===== src/rtl/array_row_sequencer.sv =====
// Sequential multiply/divide engine: one array row (shift-add or restoring subtract) per clock.
// Latency N cycles from accepted START to DONE; START is ignored while BUSY, no queueing.
module array_row_sequencer #(
  parameter int N = 4
) (
  input  logic           clk_i,
  input  logic           rst_i,
  input  logic           start_i,
  input  logic           mul_bar_i,
  input  logic [N-1:0]   x_in_i,
  input  logic [N-1:0]   y_in_i,
  output logic           busy_o,
  output logic           done_o,
  output logic [2*N-1:0] result_o,
  output logic           div0_o
);

  localparam int CW = (N > 2) ? $clog2(N) : 1;
  localparam logic [CW-1:0] LAST = CW'(N - 1);

  typedef enum logic [1:0] {S_IDLE, S_RUN, S_FIN} state_t;

  state_t           state_q, state_d;
  logic [CW-1:0]    cnt_q, cnt_d;
  logic             mode_q, mode_d;
  logic             divz_q, divz_d;
  logic [2*N-1:0]   mcand_q, mcand_d;
  logic [N-1:0]     opb_q, opb_d;
  logic [2*N-1:0]   acc_q, acc_d;
  logic [N:0]       rem_q, rem_d;
  logic [N-1:0]     quo_q, quo_d;
  logic [2*N-1:0]   result_q, result_d;
  logic             div0_q, div0_d;

  logic [2*N-1:0]   prod_acc;
  logic [N+1:0]     rem_sh;
  logic [N+1:0]     trial;
  logic [N:0]       rem_new;
  logic [N-1:0]     quo_new;

  // Row datapath: mcand shifts left / multiplier right; dividend shifts out MSB first.
  always_comb begin
    prod_acc = acc_q + (opb_q[0] ? mcand_q : '0);
    rem_sh   = {rem_q, opb_q[N-1]};
    trial    = rem_sh - {2'b00, mcand_q[N-1:0]};
    rem_new  = trial[N+1] ? rem_sh[N:0] : trial[N:0];
    quo_new  = {quo_q[N-2:0], ~trial[N+1]};
  end

  always_comb begin
    state_d  = state_q;
    cnt_d    = cnt_q;
    mode_d   = mode_q;
    divz_d   = divz_q;
    mcand_d  = mcand_q;
    opb_d    = opb_q;
    acc_d    = acc_q;
    rem_d    = rem_q;
    quo_d    = quo_q;
    result_d = result_q;
    div0_d   = div0_q;

    if (state_q == S_RUN) begin
      if (mode_q) begin
        rem_d = rem_new;
        quo_d = quo_new;
        opb_d = opb_q << 1;
      end else begin
        acc_d   = prod_acc;
        mcand_d = mcand_q << 1;
        opb_d   = opb_q >> 1;
      end
      if (cnt_q == LAST) begin
        state_d = S_FIN;
        div0_d  = mode_q & divz_q;
        if (!mode_q)
          result_d = prod_acc;
        else if (divz_q)
          result_d = {rem_new[N-1:0], {N{1'b1}}};
        else
          result_d = {rem_new[N-1:0], quo_new};
      end else begin
        cnt_d = cnt_q + CW'(1);
      end
    end else if (start_i) begin
      state_d = S_RUN;
      cnt_d   = '0;
      mode_d  = mul_bar_i;
      divz_d  = (x_in_i == '0);
      mcand_d = {{N{1'b0}}, x_in_i};
      opb_d   = y_in_i;
      acc_d   = '0;
      rem_d   = '0;
      quo_d   = '0;
      div0_d  = 1'b0;
    end else if (state_q == S_FIN) begin
      state_d = S_IDLE;
    end
  end

  always_ff @(posedge clk_i) begin
    if (rst_i) begin
      state_q  <= S_IDLE;
      cnt_q    <= '0;
      mode_q   <= 1'b0;
      divz_q   <= 1'b0;
      mcand_q  <= '0;
      opb_q    <= '0;
      acc_q    <= '0;
      rem_q    <= '0;
      quo_q    <= '0;
      result_q <= '0;
      div0_q   <= 1'b0;
    end else begin
      state_q  <= state_d;
      cnt_q    <= cnt_d;
      mode_q   <= mode_d;
      divz_q   <= divz_d;
      mcand_q  <= mcand_d;
      opb_q    <= opb_d;
      acc_q    <= acc_d;
      rem_q    <= rem_d;
      quo_q    <= quo_d;
      result_q <= result_d;
      div0_q   <= div0_d;
    end
  end

  assign busy_o   = (state_q == S_RUN);
  assign done_o   = (state_q == S_FIN);
  assign result_o = result_q;
  assign div0_o   = div0_q;

endmodule


===== config.mk =====
export PLATFORM = sky130hd
export DESIGN_NAME = array_row_sequencer
export DESIGN_NICKNAME = d
export VERILOG_FILES = /design/src/rtl/array_row_sequencer.sv
export SDC_FILE = /design/constraint.sdc
export NUM_CORES = 1
export LEC_CHECK = 0
export ABC_AREA = 1
export ABC_CLOCK_PERIOD_IN_PS = 2000
export CAP_MARGIN = 0
export CORE_MARGIN = 4
export CORE_UTILIZATION = 45
export DETAILED_ROUTE_END_ITERATION = 12
export HOLD_SLACK_MARGIN = 0.15
export PLACE_DENSITY = 0.68
export SLEW_MARGIN = 20
export SYNTH_ARGS = -nofsm -noshare
export SYNTH_HDL_FRONTEND = slang
export SYNTH_SLANG_ARGS = --single-unit

===== constraint.sdc =====
create_clock -name clk_i -period 2 [get_ports clk_i]
set_input_delay 0.4 -clock clk_i [delete_from_list [all_inputs] [get_ports clk_i]]
set_output_delay 0.4 -clock clk_i [all_outputs]
set_load 0.005 [all_outputs]

[Word-level counts from Yosys, hierarchy flattened]
Index checks and enable logic that the tools add are counted.
Word-level totals
  register bits after elaboration: 43
  input bits: 12
  output and inout bits: 11
  word-level logic and storage cells: 63
Operators by class
  $add $sub $neg: 3
  equal/unequal tests: 7
  mux-type cells: 29
  bitwise logic cells: 3
  reduce and logical (&&, ||, !) cells: 10
Operators with widths (number)
  2-to-1 mux 8 bit: 8
  2-to-1 mux 5 bit: 4
  2-to-1 mux 4 bit: 4
  2-to-1 mux 2 bit: 7
  AND reduction 2 bit: 7
  2-to-1 mux 3 bit: 3
  adder 8 bit: 1
  subtractor 6 x 4 -> 6 bit: 1
  equality test 2 bit, second input constant: 2
  logical NOT 4 bit: 1
  != test 2 x 1 -> 1 bit, second input constant: 2
  != test 2 bit, second input constant: 2
  2-to-1 mux 1 bit: 3
  nonzero test 3 bit: 1
  adder 2 x 1 -> 2 bit, second input constant: 1
  equality test 2 x 1 -> 1 bit, second input constant: 1
  NOT 1 bit: 2
  nonzero test 2 bit: 1
  bitwise AND 1 bit: 1

[Longest topological paths before layout]
Gate-level depths: netlist of the first run.
  word-level depth: 4
  gate-level depth with buffers: 13
  mapped depth without buffers: 12

[Worst setup path after synthesis of the first run]
No wires, ideal clock.
  kind: flip-flop to flip-flop
  start point: register opb_q[0]
  end point: register result_q[4], in the netlist result_o[4]
  setup time: 113 ps
  arrival: 1784 ps
  required time: 1887 ps
  setup slack: 103 ps
  cell stages (with the launch flop): 12
  path buffers: 1
  period minus slack after synthesis: 1897 ps
  path through: dfxtp_1 buf_2 nand2_1 inv_1 ha_1 inv_1 fa_1 o21ai_1 xor2_1 or2_2 nand3_1 nand2_1
Between the ends
  longest elaborated chain between the ends: 3
Ends and longest elaborated chain
  start: declaration: RTL line 28  | logic [N-1:0] opb_q, opb_d;
  start signal: assignment: RTL line 120  | opb_q <= opb_d;
  2-to-1 mux 8 bit: RTL line 43  | prod_acc = acc_q + (opb_q[0] ? mcand_q : '0);
  adder 8 bit: RTL line 43
  2-to-1 mux 8 bit: RTL line 76  | if (!mode_q)
  end signal: assignment: RTL line 124  | result_q <= result_d;
  end: declaration: RTL line 32  | logic [2*N-1:0] result_q, result_d;
No other way between the ends.
A chain may end at the register's enable or synchronous reset.

[Worst setup path in the final report of the first run]
Ends and elaborated chain as after synthesis.

==> impl_metrics.json, run 1 <==
{
  "outcome": "complete, no violations",
  "synth_most_common_cell": "nand2_1",
  "tightest_slew_ns": 0.399,
  "reg2reg_to": "result_o[4]$_SDFFE_PP0P_",
  "worst_slack_ns": 0.160,
  "finalClockSkew_ns": 0.00351,
  "critPathCaptureType": "flip-flop",
  "num-nets-final": 391,
  "report.power.total_w": 0.00180,
  "synth_nets": 367,
  "die_area_mm2": 0.00663,
  "drt_iter0_markers": 89,
  "clock_sinks": 43,
  "grt_pass1_wl_mm": 9.92,
  "async_flop_share_pct": 0,
  "ys_types": 36,
  "drc_errors": 0,
  "synthTopCellsByArea": "dfxtp_1 (36%), nand2_1 (17%), a21oi_1 (6.2%)",
  "hp-start": "result_o[5]$_SDFFE_PP0P_",
  "syn_avg_cell_area_um2": 7.11,
  "wire_per_inst_um": 13.2,
  "globalRouteOverflowTotal": 0,
  "maxCapViolations": 0,
  "yosysWarnings": 0,
  "min_to": "result_o[5]$_SDFFE_PP0P_",
  "dpl.hpwl_mm": 4.41,
  "leakagePower_nw": 1.27,
  "fmaxAchievable_mhz": 543,
  "pre_cts_ws_ns": 0.132,
  "worstHoldPathCells": 2,
  "synth_area_mm2": 0.00242,
  "io_buffers": 22,
  "post_drt_via_cell_ratio": 5.16,
  "grt_max_degree": 26,
  "root_buffer": "clkbuf_8",
  "ys_seq_area_share_pct": 35.5,
  "vias": 2245,
  "first_global_vias": 2210,
  "cp.arrival_ns": 2.04,
  "start_util_pct": 46.9,
  "holdWs_ns": 0.454,
  "hold_viol_final": 0,
  "r2r_slack_ns": 0.16,
  "pin_count": 23,
  "setup_viol": 0,
  "die_width_um": 81.4,
  "clk_latency_ns": 0.30,
  "yosys.area.top_type": "dfxtp_1",
  "ys.flop_type": "dfxtp_1",
  "fp.dieH_um": 81.4,
  "worst_ep_required_time_ns": 2.20,
  "h-tree-depth": 2,
  "period_needed_ns": 1.84,
  "startpoint_type": "flip-flop",
  "synth-edff-count": 0,
  "ys_ff_latch": 43,
  "antenna_found_initial": 0,
  "ctsHoldBuffers": 0,
  "clockPowerShare_pct": 31.4,
  "setup-tns-final_ns": 0,
  "cts_tree": "done",
  "detail-route-antenna-nets": 0,
  "fin_util_pct": 54.7,
  "power_frac_seq_pct": 50.5,
  "synth_common_cells": "nand2_1 (109), dfxtp_1 (43), inv_1 (31), a21oi_1 (30), nand3_1 (25)",
  "drt-pass1-iter-count": 4,
  "power.internal_w": 0.00127,
  "hp-class": "reg -> reg",
  "synth_top_area_share_pct": 35.5,
  "timing.reg2reg.worst_path_depth": 10,
  "gp_congestion": 0.780,
  "numCtsBuffers": 5,
  "grtUsageTotal_pct": 19.2,
  "synthCells": 341,
  "path_max_fanout": 9,
  "switching_power_w": 0.000524,
  "core_area_mm2": 0.00517,
  "combPwrFrac_pct": 18.1,
  "ir_worst_vdd_mv": 0.413,
  "swShare_pct": 29.1,
  "rr_startpoint": "opb_q[0]$_SDFFE_PP0N_",
  "area_growth_pct": 16.8,
  "critical_path_class": "reg -> reg",
  "clockBufferDepth": 2,
  "drive_gt1_share_pct": 13.4,
  "rows": 26,
  "wl_mm": 5.73,
  "power_density_mw_per_mm2": 635,
  "maxSlewHeadroom_pct": 73.4,
  "fin_crit_sh_pct": 92.0,
  "postCtsSetupRepairBufs": 0,
  "n_antenna_cell": 0,
  "path_clk_slew_ns": 0.08,
  "finalMaxSlewViolations": 0
}
==> cell families after synthesis <==
logic type | Yosys count | share of synthesized area, %
AO/OA/AOI/OAI | 66 | 15.6
XOR/XNOR | 5 | 1.81
adder cells (fa/ha/maj) | 14 | 7.84
buffers and inverters | 51 | 8.46
flip-flops | 43 | 35.5
AND/OR/NAND/NOR | 162 | 30.8
==> flip-flops by register name, indices dropped and copies added, names as in the netlist <==
| name | cells |
|---|---|
| acc_q | 8 |
| cnt_q | 2 |
| div0_o | 1 |
| divz_q | 1 |
| mcand_q | 8 |
| mode_q | 1 |
| opb_q | 4 |
| quo_q | 3 |
| rem_q | 5 |
| result_o | 8 |
| state_q | 2 |
==> worst max-delay path, cell delays in order (launching register included) <==
cell and delay [ns]:
dfxtp_1 0.32, buf_4 0.16, nand2_1 0.06, inv_1 0.04, ha_1 0.34, a21oi_1 0.18
o21ai_2 0.09, xor2_1 0.16, or2_2 0.28, nand3_1 0.08, nand2_1 0.05
==> power groups by stage <==
stage | Sequential, W | Clock, W | Combinational (W)
3_5_place_dp | 0.000926 | 0 | 0.000319
3_3_place_gp | 0.000926 | 0 | 0.000314
5_1_grt | 0.000911 | 0.000605 | 0.000368
2_1_floorplan | 0.000917 | 0 | 0.000237
4_1_cts | 0.000906 | 0.000574 | 0.000321
6_report | 0.000907 | 0.000564 | 0.000326
==> repair_timing <==
item / 4_1_cts / 5_1_grt
resized for setup: 0 / 7
hold endpoints to repair: 0 / 0
setup endpoints to repair: 0 / 8
==> layer usage <==
| layer | share of wire (%) | global-route usage (%) |
|---|---|---|
| met5 | 0 | 0 |
| met4 | 1.1 | 5.07 |
| met3 | 3.8 | 2.99 |
| met2 | 48 | 33.1 |
| met1 | 47 | 24.7 |
==> cell usage in the layout (no fill, tap or decap), types with 2 or more instances in the layout <==
master           instances
dfxtp_2                  2
xnor2_1                  2
o21ai_0                  9
fa_1                     2
clkbuf_8                 6
o21ai_1                  7
a21oi_2                  5
xor2_1                   3
a31oi_1                  6
clkdlybuf4s50_1         22
nand2_1                108
dfxtp_1                 41
a22oi_1                  2
nand3_1                 24
nor2_1                   6
nand3b_1                 3
inv_2                   10
a21oi_1                 29
nand2_2                  7
nand3_2                  7
inv_1                   31
buf_4                    4
ha_1                    12
o211ai_1                 2
==> area by class of cell <==
| cell class | count | area, µm² |
|---|---|---|
| Clock buffer | 6 | 82.6 |
| Clock inverter | 1 | 5.00 |
| Fill cell | 526 | 2340 |
| Inverter | 42 | 160 |
| Multi-Input combinational cell | 247 | 1380 |
| Sequential cell | 43 | 863 |
| Tap cell | 70 | 87.6 |
| Timing Repair Buffer | 26 | 250 |
==> stage by stage <==
step | instances | cell area, µm²
detailed placement | 428 | 2720
finish | 435 | 2830
floorplan | 341 | 2420
global route | 435 | 2830
CTS | 435 | 2810
global placement | 428 | 2720
==> how the worst max path moves through the flow <==
stage	startpoint	depth (start not counted)	slack, ns	end
3_3_place_gp	mcand_q[2]$_SDFFE_PP0P_	10	0.19	result_o[7]$_SDFFE_PP0P_
2_1_floorplan	opb_q[0]$_SDFFE_PP0N_	11	0.10	result_o[4]$_SDFFE_PP0P_
4_1_cts	opb_q[0]$_SDFFE_PP0N_	10	0.12	result_o[4]$_SDFFE_PP0P_
5_1_grt	mcand_q[0]$_SDFFE_PP0P_	12	-0.01	acc_q[6]$_SDFFE_PP0P_
3_5_place_dp	opb_q[0]$_SDFFE_PP0N_	10	0.13	result_o[4]$_SDFFE_PP0P_
6_report	opb_q[0]$_SDFFE_PP0N_	10	0.16	result_o[4]$_SDFFE_PP0P_
Note: power is estimated with default switching activity, not from simulation.
==> inputs of run 2 (changes only) <==
Settings changed: GPL_TIMING_DRIVEN from default to 1, MAX_ROUTING_LAYER from default to met4.
==> impl_metrics.json, run 2 (synthesis gave the netlist of run 1 again) <==
{
  "outcome": "complete, no violations",
  "final_common_cell": "nand2_1",
  "ir_worst_vdd_mv": 0.417,
  "maxSlewHeadroom_pct": 73.1,
  "io_buffers": 22,
  "critPathCaptureType": "flip-flop",
  "hold_viol_final": 0,
  "power_density_mw_per_mm2": 636,
  "drc_errors": 0,
  "post_drt_via_cell_ratio": 5.15,
  "switching_power_w": 0.000527,
  "die_width_um": 81.4,
  "fin_crit_sh_pct": 92.4,
  "top_layer": "met4",
  "clockBufferDepth": 2,
  "antenna_found_initial": 0,
  "fin_cells": 435,
  "die_area_mm2": 0.00663,
  "dpl.hpwl_mm": 4.41,
  "hp-class": "reg -> reg",
  "worstHoldPathCells": 2,
  "fin_util_pct": 54.7,
  "min_to": "result_o[3]$_SDFFE_PP0P_",
  "finalClockSkew_ns": 0.00379,
  "setup-tns-final_ns": 0,
  "gp_congestion": 0.791,
  "timing.reg2reg.worst_path_depth": 10,
  "drt_iter0_markers": 85,
  "crit_path_top_delay_cell": "ha_1",
  "wire_per_inst_um": 13.2,
  "leakagePower_nw": 1.27,
  "swShare_pct": 29.2,
  "rr_startpoint": "opb_q[0]$_SDFFE_PP0N_",
  "cp_num_buf_inv": 2,
  "detail-route-antenna-nets": 0,
  "core_area_mm2": 0.00517,
  "grt_pass1_wl_mm": 9.95,
  "root_buffer": "clkbuf_8",
  "num-nets-final": 391,
  "period_needed_ns": 1.85,
  "final_cell_mix": "nand2_1 (108), dfxtp_1 (41), inv_1 (31)",
  "clock_sinks": 43,
  "path_clk_slew_ns": 0.08,
  "met1Wirelength_mm": 2.74,
  "wl_mm": 5.75,
  "cp_top_family": "simple AND/OR/NAND/NOR gates",
  "combPwrFrac_pct": 18.2,
  "rows": 26,
  "vias": 2239,
  "h-tree-depth": 2,
  "setup_viol": 0,
  "dpl_cell_area_mm2": 0.00272,
  "crit_top_cell": "nand2_1",
  "critical_path_class": "reg -> reg",
  "holdWs_ns": 0.454,
  "route.met3.wl_um": 150,
  "startpoint_type": "flip-flop",
  "globalRouteOverflowTotal": 0,
  "wl_met2_mm": 2.84,
  "path_cells": "buf_4 > nand2_1 > inv_1 > ha_1 > a21oi_1 > o21ai_2 > xor2_1 > or2_2 > nand3_1 > nand2_1",
  "start_util_pct": 46.9,
  "worst_ep_required_time_ns": 2.20,
  "hp-start": "result_o[3]$_SDFFE_PP0P_",
  "power.internal_w": 0.00127,
  "place_inst": 428,
  "n_antenna_cell": 0,
  "ctsHoldBuffers": 0,
  "reg2reg_to": "result_o[4]$_SDFFE_PP0P_",
  "drt-pass1-iter-count": 7,
  "r2r_slack_ns": 0.15,
  "finalMaxSlewViolations": 0,
  "cp_slowest_stage_delay_ns": 0.34,
  "design_area_mm2": 0.00283,
  "numCtsBuffers": 5,
  "tightest_slew_ns": 0.403,
  "cts_tree": "done",
  "cp.arrival_ns": 2.05,
  "grtUsageTotal_pct": 19.7,
  "first_global_vias": 2211,
  "drive_gt1_share_pct": 13.4,
  "path_max_fanout": 9,
  "cp_num_cells": 10,
  "fp.dieH_um": 81.4,
  "clk_latency_ns": 0.30,
  "maxCapViolations": 0,
  "power_frac_seq_pct": 50.4,
  "clockPowerShare_pct": 31.4,
  "area_growth_pct": 16.8,
  "postCtsSetupRepairBufs": 0,
  "pin_count": 23,
  "grt_max_degree": 26,
  "fmaxAchievable_mhz": 541
}
==> run 2: routing by layer <==
layer	GRT usage [%]	vias to the layer above
li1	-	1163
met1	24.7	1041
met2	33.1	33
met3	2.99	2
met4	5.07	0
met5	-	-
==> run 2: layout make-up <==
| class | instances | area [µm²] |
|---|---|---|
| fillers | 526 | 2340 |
| well taps | 70 | 87.6 |
| multi-input cells | 247 | 1380 |
| clock buffers | 6 | 82.6 |
| clock inverters | 1 | 5.00 |
| inverters | 42 | 160 |
| flip-flops and latches | 43 | 863 |
| repair buffers | 26 | 250 |
==> run 2: power groups by stage <==
stage | registers (W) | logic [W] | clock network [W]
6_report | 0.000908 | 0.000327 | 0.000566
5_1_grt | 0.000911 | 0.000368 | 0.000605
4_1_cts | 0.000906 | 0.000321 | 0.000574
3_5_place_dp | 0.000926 | 0.000319 | 0
3_3_place_gp | 0.000926 | 0.000314 | 0
2_1_floorplan | 0.000917 | 0.000237 | 0
==> run 2: stage by stage <==
step / worst slack (ns) / power [W]
after floorplan: 0.103 / 0.00115
after global placement: 0.186 / 0.00124
after detailed placement: 0.132 / 0.00125
after CTS: 0.115 / 0.00180
after global routing: -0.00998 / 0.00188
final: 0.152 / 0.00180
==> run 2: timing repair <==
item | in CTS | in global routing
endpoints found under the setup margin | 0 | 8
endpoints found under the hold margin | 0 | 0
resized for setup | 0 | 7
==> run 2: worst max-delay path by stage <==
stage,slack (ns),startpoint,endpoint
after floorplan,0.10,opb_q[0]$_SDFFE_PP0N_,result_o[4]$_SDFFE_PP0P_
after global placement,0.19,mcand_q[2]$_SDFFE_PP0P_,result_o[7]$_SDFFE_PP0P_
after detailed placement,0.13,opb_q[0]$_SDFFE_PP0N_,result_o[4]$_SDFFE_PP0P_
after CTS,0.12,opb_q[0]$_SDFFE_PP0N_,result_o[4]$_SDFFE_PP0P_
after global routing,-0.01,mcand_q[0]$_SDFFE_PP0P_,acc_q[6]$_SDFFE_PP0P_
final,0.15,opb_q[0]$_SDFFE_PP0N_,result_o[4]$_SDFFE_PP0P_
==> run 2: worst register-to-register path, stage by stage, from the launching register on <==
cell and delay (ns):
dfxtp_1 0.32, buf_4 0.16, nand2_1 0.06, inv_1 0.04, ha_1 0.34, a21oi_1 0.18
o21ai_2 0.09, xor2_1 0.16, or2_2 0.28, nand3_1 0.08, nand2_1 0.05
==> inputs of run 3 (changes only) <==
Settings changed: GPL_ROUTABILITY_DRIVEN from default to 1, SLEW_MARGIN 20 to default.
==> results of run 3 <==
Same layout as run 2: the final DEF is identical, and so are final timing and power.
==> edit (settings of run 2) <==
Change the parameter `N` from 4 to 8.
--- a/src/rtl/array_row_sequencer.sv
+++ b/src/rtl/array_row_sequencer.sv
@@ -1,7 +1,7 @@
 // Sequential multiply/divide engine: one array row (shift-add or restoring subtract) per clock.
 // Latency N cycles from accepted START to DONE; START is ignored while BUSY, no queueing.
 module array_row_sequencer #(
-  parameter int N = 4
+  parameter int N = 8
 ) (
   input  logic           clk_i,
   input  logic           rst_i,
Ports: changed (resized result_o, x_in_i and y_in_i); port bits go from 23 to 39. The function was not compared with the original's and may differ.
==> edit against run 2 <==
Count of clock-buffer cells in the layout rose by 4; sequential share of layout area fell by 5.5 points; synthesized cell count rose by 110%; cell area rose by 130%; routed wire length rose by 140%; worst setup slack got worse by 93 ps; synthesized area rose by 97%; critical endpoint is now result_o[8]$_SDFFE_PP0P_; sequential cell count rose by 37; combinational power rose to 2.9 times the old value; largest power group unchanged; worst hold slack got worse by 0.90 ps; first-iteration DRC count rose to 3.0 times the old value; total power rose by 120%; clock power rose by 120%; final cell count rose by 120%.
==> edit: results (changes against run 2) <==
.. list-table::
   :header-rows: 1

   * - Metric
     - Value
   * - Outcome
     - finished clean
   * - Share of post-route cells with drive strength above 1
     - 25.8% (+12 points)
   * - Via count normalized by instance count
     - 5.20 (+1.1%)
   * - Number of buffers created by CTS
     - 9 (+4)
   * - Maximum resistive drop on vdd
     - 0.000358 V (-14%)
   * - Biggest area contributors in the synthesized netlist
     - sky130_fd_sc_hd__dfxtp_1, sky130_fd_sc_hd__nand2_1, sky130_fd_sc_hd__inv_1, sky130_fd_sc_hd__a21oi_1, sky130_fd_sc_hd__ha_1
   * - Total Routed Length
     - 13800 um (+140%)
   * - Detailed-router iteration count before antenna repair
     - 5 (-2)
   * - Maximum number of pins on one net before global-route repair
     - 30 (+15%)
   * - Via count of the first global-routing pass
     - 4715 (+110%)
   * - I/O Buffers
     - 38 (+73%)
   * - Initial DRC count
     - 259 (+200%)
   * - Cell with the largest stage delay on the worst path
     - sky130_fd_sc_hd__dfxtp_4
   * - Maximum net fanout on the critical path
     - 6 (-3)
   * - Aggregate global-route resource usage
     - 21.9% (+2.1 points)
   * - Number of filler instances in the final layout
     - 932 (+77%)
   * - Number of placed instances, taps included
     - 932 (+120%)
   * - Maximum single-stage delay on the critical path
     - 380 ps (+40 ps)
   * - Number of levels the H-tree was split into
     - 3 (+1)
   * - Depth of the worst register-to-register path
     - 13 (+3)
   * - Synth Flop Type
     - sky130_fd_sc_hd__dfxtp_1
   * - End point of the most critical hold path
     - result_o[9]$_SDFFE_PP0P_
   * - Total Nets Final
     - 859 (+120%)
   * - RD Place Congestion
     - 0.893 (+13%)
   * - LEAKAGE
     - 0.00290 uW (+130%)
   * - Non-filler cells, final
     - 953 (+120%)
   * - R2r setup slk
     - 60 ps (-90 ps)
   * - Ranking of synthesized cells by instance count
     - sky130_fd_sc_hd__nand2_1, sky130_fd_sc_hd__inv_1, sky130_fd_sc_hd__dfxtp_1
   * - Synthesized Nets
     - 774 (+110%)
   * - Endpoint of the lowest-slack register-to-register path
     - result_o[8]$_SDFFE_PP0P_
   * - Post-synthesis cell type count
     - 35 (-2.8%)
   * - Hold Crit Start
     - result_o[9]$_SDFFE_PP0P_
   * - Estimated wirelength of the detail-placed design
     - 9780 um (+120%)
## edit: layout make-up
cell class                 count  area, um2  share of cell area, %
clock buffer                  10        138                   2.13
clock inverter                 6       67.6                   1.04
inverter                      90        340                   5.26
multi-input combinational    529       3230                   50.0
sequential                    80       1620                   25.0
tap                          136        170                   2.63
timing repair buffer         102        902                   13.9
## edit: worst max-delay path by stage
stage	slack, ps	end	cells after the start
global route	-50	acc_q[14]$_SDFFE_PP0P_	12
floorplan	50	result_o[13]$_SDFFE_PP0P_	15
CTS	-20	result_o[8]$_SDFFE_PP0P_	13
detailed placement	-180	result_o[8]$_SDFFE_PP0P_	13
global placement	-150	result_o[8]$_SDFFE_PP0P_	13
finish	60	result_o[8]$_SDFFE_PP0P_	13
## edit: per-stage QoR
stage               instance area [um2]  hold WS (ps)  worst slack [ps]
finish                             6470           453              59.0
global route                       6470           484             -49.3
CTS                                5900           456             -15.7
detailed placement                 5640           440              -178
global placement                   5640           440              -147
floorplan                          4780           433              53.5
## edit: timing repair
item	CTS	global route
setup endpoints to repair	15	27
resized for setup	14	118
pin swaps	1	35
cloned	0	0
setup buffers	1	4
## edit: cell families after synthesis
logic type / share of synthesized area, %
AND/OR/NAND/NOR: 31.2
flip-flops: 33.5
AO/OA/AOI/OAI: 15.4
XOR/XNOR: 1.83
buffers and inverters: 10.7
adder cells (fa/ha/maj): 7.38
## edit: layer usage
layer	track usage (%)	vias to the layer above	wire [um]
li1	-	2499	-
met1	27.8	2257	6110
met2	34.9	166	6520
met3	4.20	38	781
met4	7.79	0	395
met5	-	-	0
## edit: critical path, delay by kind of cell, from the launching register on
kind | cells | cell delay (ps)
and+or+nand+nor | 7 | 470
AOI/OAI and AO/OA | 1 | 160
buffers and inverters | 2 | 120
DFF | 1 | 380
xor gates and xnor gates | 1 | 170
adders and majority gates | 2 | 550
## edit: where the power goes
group | internal [uW] | total (uW) | switching (uW)
clock | 615 | 1270 | 651
combinational | 396 | 960 | 564
sequential | 1640 | 1680 | 38.3
total | 2650 | 3900 | 1250
